`src/rtl/dmem_arb_pkg.sv`:
```
// Shared definitions for the dmem_arb data-memory arbiter: FSM states,
// funct3 access-size codes, byte-enable patterns and the alignment check.
package dmem_arb_pkg;

    typedef enum logic [1:0] {
        ST_IDLE,
        ST_ISSUE,
        ST_WAIT,
        ST_RESP
    } state_t;

    localparam logic [2:0] F3_B  = 3'b000;
    localparam logic [2:0] F3_H  = 3'b001;
    localparam logic [2:0] F3_W  = 3'b010;
    localparam logic [2:0] F3_BU = 3'b100;
    localparam logic [2:0] F3_HU = 3'b101;

    localparam logic [3:0] BE_B = 4'b0001;
    localparam logic [3:0] BE_H = 4'b0011;
    localparam logic [3:0] BE_W = 4'b1111;

    // Legal size code and natural alignment for that size.
    function automatic logic acc_legal(input logic [2:0] size, input logic [1:0] lo);
        case (size)
            F3_B, F3_BU: acc_legal = 1'b1;
            F3_H, F3_HU: acc_legal = ~lo[0];
            F3_W:        acc_legal = (lo == 2'b00);
            default:     acc_legal = 1'b0;
        endcase
    endfunction

endpackage

```
`src/rtl/dmem_lane_align.sv`:
```
// Combinational lane logic: store byte/half replication with byte enables,
// and load byte/half extraction with sign or zero extension.
module dmem_lane_align
    import dmem_arb_pkg::*;
(
    input  logic [2:0]  size,
    input  logic [1:0]  lo,
    input  logic [31:0] st_data,
    input  logic [31:0] ld_word,
    output logic [3:0]  be,
    output logic [31:0] st_lanes,
    output logic [31:0] ld_data
);

    logic [7:0]  byte_sel;
    logic [15:0] half_sel;

    always_comb begin
        case (lo)
            2'd0:    byte_sel = ld_word[7:0];
            2'd1:    byte_sel = ld_word[15:8];
            2'd2:    byte_sel = ld_word[23:16];
            default: byte_sel = ld_word[31:24];
        endcase
        // Offset 3 only occurs for unchecked misaligned halves: take the top byte.
        case (lo)
            2'd0:    half_sel = ld_word[15:0];
            2'd1:    half_sel = ld_word[23:8];
            2'd2:    half_sel = ld_word[31:16];
            default: half_sel = {8'h00, ld_word[31:24]};
        endcase
    end

    always_comb begin
        be       = BE_W;
        st_lanes = st_data;
        ld_data  = ld_word;
        case (size)
            F3_B: begin
                be       = BE_B << lo;
                st_lanes = {4{st_data[7:0]}};
                ld_data  = {{24{byte_sel[7]}}, byte_sel};
            end
            F3_BU: begin
                be       = BE_B << lo;
                st_lanes = {4{st_data[7:0]}};
                ld_data  = {24'h000000, byte_sel};
            end
            F3_H: begin
                be       = BE_H << lo;
                st_lanes = {2{st_data[15:0]}};
                ld_data  = {{16{half_sel[15]}}, half_sel};
            end
            F3_HU: begin
                be       = BE_H << lo;
                st_lanes = {2{st_data[15:0]}};
                ld_data  = {16'h0000, half_sel};
            end
            default: ;
        endcase
    end

endmodule

```
`src/rtl/dmem_arb.sv`:
```
// Two-requester round-robin data-memory arbiter with byte/half/word lanes.
// Define DMEM_ARB_ALIGN_CHK_EN to reject misaligned or illegal-size accesses.
module dmem_arb
    import dmem_arb_pkg::*;
#(
    parameter int unsigned MEM_LAT = 1
) (
    input  logic        clk,
    input  logic        res,
    input  logic        r0_req,
    input  logic        r0_we,
    input  logic [2:0]  r0_size,
    input  logic [31:0] r0_addr,
    input  logic [31:0] r0_wdata,
    output logic        r0_gnt,
    output logic        r0_done,
    output logic [31:0] r0_rdata,
    output logic        r0_err,
    input  logic        r1_req,
    input  logic        r1_we,
    input  logic [2:0]  r1_size,
    input  logic [31:0] r1_addr,
    input  logic [31:0] r1_wdata,
    output logic        r1_gnt,
    output logic        r1_done,
    output logic [31:0] r1_rdata,
    output logic        r1_err,
    output logic        m_en,
    output logic        m_we,
    output logic [3:0]  m_be,
    output logic [31:0] m_addr,
    output logic [31:0] m_wdata,
    input  logic [31:0] m_rdata
);

    state_t      state;
    logic        owner;
    logic        last_gnt;
    logic        cur_we;
    logic [2:0]  cur_size;
    logic [1:0]  cur_lo;
    logic [1:0]  wcnt;

    logic        win;
    logic        sel_we;
    logic [2:0]  sel_size;
    logic [31:0] sel_addr;
    logic [31:0] sel_wdata;
    logic        sel_ok;

    logic [2:0]  la_size;
    logic [1:0]  la_lo;
    logic [3:0]  la_be;
    logic [31:0] la_st;
    logic [31:0] la_ld;

    always_comb begin
        if (r0_req && r1_req) win = ~last_gnt;
        else                  win = r1_req;
        sel_we    = win ? r1_we    : r0_we;
        sel_size  = win ? r1_size  : r0_size;
        sel_addr  = win ? r1_addr  : r0_addr;
        sel_wdata = win ? r1_wdata : r0_wdata;
`ifdef DMEM_ARB_ALIGN_CHK_EN
        sel_ok    = acc_legal(sel_size, sel_addr[1:0]);
`else
        sel_ok    = 1'b1;
`endif
    end

    // One lane unit serves both directions: store lanes are registered on the
    // IDLE->ISSUE edge from the incoming request, load data from latched fields.
    assign la_size = (state == ST_IDLE) ? sel_size       : cur_size;
    assign la_lo   = (state == ST_IDLE) ? sel_addr[1:0]  : cur_lo;

    dmem_lane_align u_lane (
        .size     (la_size),
        .lo       (la_lo),
        .st_data  (sel_wdata),
        .ld_word  (m_rdata),
        .be       (la_be),
        .st_lanes (la_st),
        .ld_data  (la_ld)
    );

`ifndef DMEM_ARB_ALIGN_CHK_EN
    assign r0_err = 1'b0;
    assign r1_err = 1'b0;
`endif

    always_ff @(posedge clk or posedge res) begin
        if (res) begin
            state    <= ST_IDLE;
            owner    <= 1'b0;
            last_gnt <= 1'b1;
            cur_we   <= 1'b0;
            cur_size <= '0;
            cur_lo   <= '0;
            wcnt     <= '0;
            m_en     <= 1'b0;
            m_we     <= 1'b0;
            m_be     <= '0;
            m_addr   <= '0;
            m_wdata  <= '0;
            r0_gnt   <= 1'b0;
            r1_gnt   <= 1'b0;
            r0_done  <= 1'b0;
            r1_done  <= 1'b0;
            r0_rdata <= '0;
            r1_rdata <= '0;
`ifdef DMEM_ARB_ALIGN_CHK_EN
            r0_err   <= 1'b0;
            r1_err   <= 1'b0;
`endif
        end else begin
            m_en    <= 1'b0;
            m_we    <= 1'b0;
            m_be    <= '0;
            m_addr  <= '0;
            m_wdata <= '0;
            r0_gnt  <= 1'b0;
            r1_gnt  <= 1'b0;
            r0_done <= 1'b0;
            r1_done <= 1'b0;
            case (state)
                ST_IDLE: begin
                    if (r0_req || r1_req) begin
                        owner    <= win;
                        last_gnt <= win;
                        cur_we   <= sel_we;
                        cur_size <= sel_size;
                        cur_lo   <= sel_addr[1:0];
                        if (sel_ok) begin
                            state   <= ST_ISSUE;
                            m_en    <= 1'b1;
                            m_we    <= sel_we;
                            m_be    <= la_be;
                            m_addr  <= {sel_addr[31:2], 2'b00};
                            m_wdata <= sel_we ? la_st : '0;
                            r0_gnt  <= ~win;
                            r1_gnt  <= win;
                        end else begin
                            state <= ST_RESP;
                            if (win) begin
                                r1_done  <= 1'b1;
                                r1_rdata <= '0;
`ifdef DMEM_ARB_ALIGN_CHK_EN
                                r1_err   <= 1'b1;
`endif
                            end else begin
                                r0_done  <= 1'b1;
                                r0_rdata <= '0;
`ifdef DMEM_ARB_ALIGN_CHK_EN
                                r0_err   <= 1'b1;
`endif
                            end
                        end
                    end
                end
                ST_ISSUE: begin
                    if (cur_we) begin
                        state <= ST_RESP;
                        if (owner) begin
                            r1_done  <= 1'b1;
                            r1_rdata <= '0;
`ifdef DMEM_ARB_ALIGN_CHK_EN
                            r1_err   <= 1'b0;
`endif
                        end else begin
                            r0_done  <= 1'b1;
                            r0_rdata <= '0;
`ifdef DMEM_ARB_ALIGN_CHK_EN
                            r0_err   <= 1'b0;
`endif
                        end
                    end else begin
                        state <= ST_WAIT;
                        wcnt  <= 2'(MEM_LAT - 1);
                    end
                end
                ST_WAIT: begin
                    if (wcnt == 2'd0) begin
                        state <= ST_RESP;
                        if (owner) begin
                            r1_done  <= 1'b1;
                            r1_rdata <= la_ld;
`ifdef DMEM_ARB_ALIGN_CHK_EN
                            r1_err   <= 1'b0;
`endif
                        end else begin
                            r0_done  <= 1'b1;
                            r0_rdata <= la_ld;
`ifdef DMEM_ARB_ALIGN_CHK_EN
                            r0_err   <= 1'b0;
`endif
                        end
                    end else begin
                        wcnt <= wcnt - 2'd1;
                    end
                end
                ST_RESP: state <= ST_IDLE;
                default: state <= ST_IDLE;
            endcase
        end
    end

endmodule

```
`config.mk`:
```
export PLATFORM = sky130hd
export DESIGN_NAME = dmem_arb
export DESIGN_NICKNAME = d
export VERILOG_FILES = /design/src/rtl/dmem_arb_pkg.sv /design/src/rtl/dmem_lane_align.sv /design/src/rtl/dmem_arb.sv
export SDC_FILE = /design/constraint.sdc
export NUM_CORES = 1
export LEC_CHECK = 0
export CORE_MARGIN = 2
export CORE_UTILIZATION = 40
export CTS_BUF_LIST = sky130_fd_sc_hd__clkbuf_8
export DETAILED_ROUTE_END_ITERATION = 8
export PLACE_DENSITY_LB_ADDON = 0.1
export SYNTH_ARGS = -nofsm -noshare
export SYNTH_HDL_FRONTEND = slang
export SYNTH_SLANG_ARGS = --single-unit
```
`constraint.sdc`:
```
create_clock -name clk -period 5.53 [get_ports clk]
set_clock_uncertainty 0.15 [all_clocks]
set_input_delay 1.106 -clock clk [delete_from_list [all_inputs] [get_ports clk]]
set_output_delay 1.106 -clock clk [all_outputs]
set_load 0.05 [all_outputs]
```
==> results.yml <==
finish:
  fillers: 1548
  drive_above_1_share_pct: 8.55
  fin_area_um2: 10700
  nNetsFinal: 1146
  area_growth_pct: 50.7
  stdcell_count: 1209
sta:
  maxSlewViolCount: 0
  period_needed_ns: 3.99
  hold_viol: 0
  period_share_pct: 72.2
  rsz0062_at_grt: "false"
  max_freq_mhz: 250
  slew_headroom_pct: 28.2
  worst_slew_pin_slew_ns: 1.08
  fin_tns_setup_ns: 0
  setup_viol: 0
job:
  cap_violations: 0
placed_design:
  dp.cells: 1176
  place_congestion: 0.881
  port_buffers: 307
  place_area_um2: 10300
  hpwl_um: 17800
routing:
  drt_wl_total_um: 24000
  post_drt_wl_per_cell_um: 19.9
  vias: 6560
  drt_iter0_markers: 388
  drc_errors: 0
  ant_nets: 0
  drt_first_pass_iters: 5
  routed_via_density: 5.43
synthesis:
  yosys_warnings: 0
  ys.flop_type: "dfrtp_1"
  synth_edf_count: 0
  syn_inst: 685
  yosysSeqAreaShare_pct: 52.0
  yosysMostFrequentCell: "dfrtp_1"
  yosys-top-cells-area: "dfrtp_1 52%, mux2i_1 4.9%, o31ai_1 4.8%"
  synth-seq-cells: 148
  post-synth-top-area-cell: "dfrtp_1"
  ys_async_sr_fraction_pct: 100
  netlist_top_cells_count: "147 x dfrtp_1, 76 x nand2_1, 63 x nor2_1"
  synth_cell_types: 51
  syn-cell-area_um2: 7130
  synth_top_area_share_pct: 51.6
  avgSynthCellArea_um2: 10.4
floorplanning:
  rows: 48
  die_w_um: 138
  die_y_um: 138
  initial_core_util_pct: 41.1
  die_area_um2: 18900
  core_area_um2: 17400
  io_pins: 312
worst_hold_path:
  min_path_type: "register to register"
cts:
  cts-root-buf: "clkbuf_8"
  cts_tree: "done"
  htree_levels: 4
  cts_setup_buffers: 0
  postCtsHoldBufs: 0
  path_clk_slew_ns: 0.09
  cts_sinks: 148
  ctsResizeCount: 0
  clkLatencyLatePin_ns: 0.45
  cts_inserted_buffers: 17
  clk_path_buf_depth: 2
global_routing:
  grt_max_degree: 85
  track_usage_pct: 24.7
  grt_pass1_vias: 6064
  grt_pass1_wl_um: 34800
  grt_remaining_overflow: 0
  antenna_found_initial: 0
pwr:
  power_mw: 6.00
  powerDensity_nw_per_um2: 558
  cellLeakagePower_nw: 4.65
  vdd_ir_drop_max_mv: 0.417
setup_path:
  start_kind: "primary input"
  path_cells: "clkdlybuf4s50_1, a21boi_4, mux2i_4, o22ai_1, a211oi_4, a211oi_4, buf_4, o31ai_1"
  cp_max_fo: 32
  cp_top_family: "compound AO/OA/AOI/OAI gates"
  crit_required_ns: 5.73
  end_kind: "register"
  max_stage_delay_ns: 0.63
  arrival_ns: 4.19
  crit_path_frequent_cell: "a211oi_4"
  crit_type: "primary input to register"
  path_buf_inv: 2
  cp_slowest_cell: "mux2i_4"
run_status:
  outcome: "finished clean"
==> worst paths after layout <==
kind                                           from  cells past startpoint  slack (ns)                        to
setup / recovery                             r1_req                      8        1.54  r0_rdata[25]$_DFFE_PP0P_
hold reg to reg            r1_rdata[24]$_DFFE_PP0P_                      2        0.33  r1_rdata[24]$_DFFE_PP0P_
hold / removal             r1_rdata[24]$_DFFE_PP0P_                      2        0.33  r1_rdata[24]$_DFFE_PP0P_
max in group asynchronous                       res                      3        3.28      m_addr[28]$_DFF_PP0_
setup reg to reg               state[0]$_DFFE_PP0P_                      8        2.02   r1_rdata[6]$_DFFE_PP0P_
min in group asynchronous                       res                      2        0.99  r0_rdata[22]$_DFFE_PP0P_
==> where the power goes <==
| part | leakage, nW | switching, mW | internal (mW) |
|---|---|---|---|
| sequential | 1.99 | 0.159 | 1.39 |
| combinational | 2.46 | 2.41 | 1.17 |
| clock | 0.200 | 0.448 | 0.425 |
==> registers in the layout (all words and copies together), names as in the netlist <==
name	flops
m_addr	30
m_we	1
state	2
r1_rdata	32
cur_size	3
m_wdata	32
owner	1
last_gnt	1
r0_done	1
r1_done	1
r0_rdata	32
m_be	4
r1_gnt	1
r0_gnt	1
cur_lo	2
wcnt	2
cur_we	1
m_en	1
==> logic make-up (layout without fill, tap and decap cells) <==
kind of cell    after synthesis  in the layout  share of synthesized area [%]
compound gates              202            202                           21.1
fa+ha+maj                     4              4                          0.702
buf+inv                      63            358                           4.30
flops                       148            148                           52.0
mux                          56             56                           8.49
other cells                   1              5                         0.0526
simple gates                211            211                           13.4
==> final cells by class <==
cell class	count	area [um^2]	area share (%)
repair buffers	318	3160	29.4
multi-input cells	477	3150	29.3
diodes	1	2.50	0.0233
flip-flops and latches	148	3700	34.5
inverters	8	35.0	0.326
well taps	225	282	2.62
clock inverters	14	164	1.53
clock buffers	18	248	2.31
==> tightest hold or removal path, cell delays in order (launching register included) <==
cell and delay, ns:
dfrtp_1 0.35, nand2_1 0.05, o31ai_1 0.05
==> routing by layer <==
metal	track usage, %	part of all wire, %
met2	40.3	49
met4	7.85	1.6
met1	31.9	42
met5	0	0
met3	6.55	8.1
==> per-stage QoR <==
stage               util [%]  worst slack [ns]  hold slack [ns]
floorplan                  -             0.296            0.299
global placement        59.5              1.23            0.312
detailed placement      59.5              1.09            0.316
CTS                     61.9              1.61            0.337
global route            61.9              1.37            0.357
finish                  61.9              1.54            0.334
==> cell usage in the layout (no fill, tap or decap), drive strengths merged, types with 18 or more instances in the layout <==
cell type      instances
clkbuf                18
mux2                  20
mux2i                 36
nor2                  64
a211oi                36
nand2                 76
o31ai                 48
dfrtp                147
clkdlybuf4s50        307
o21ai                 35
a21oi                 24
a22o                  30
(Power assumes the default switching activity.)
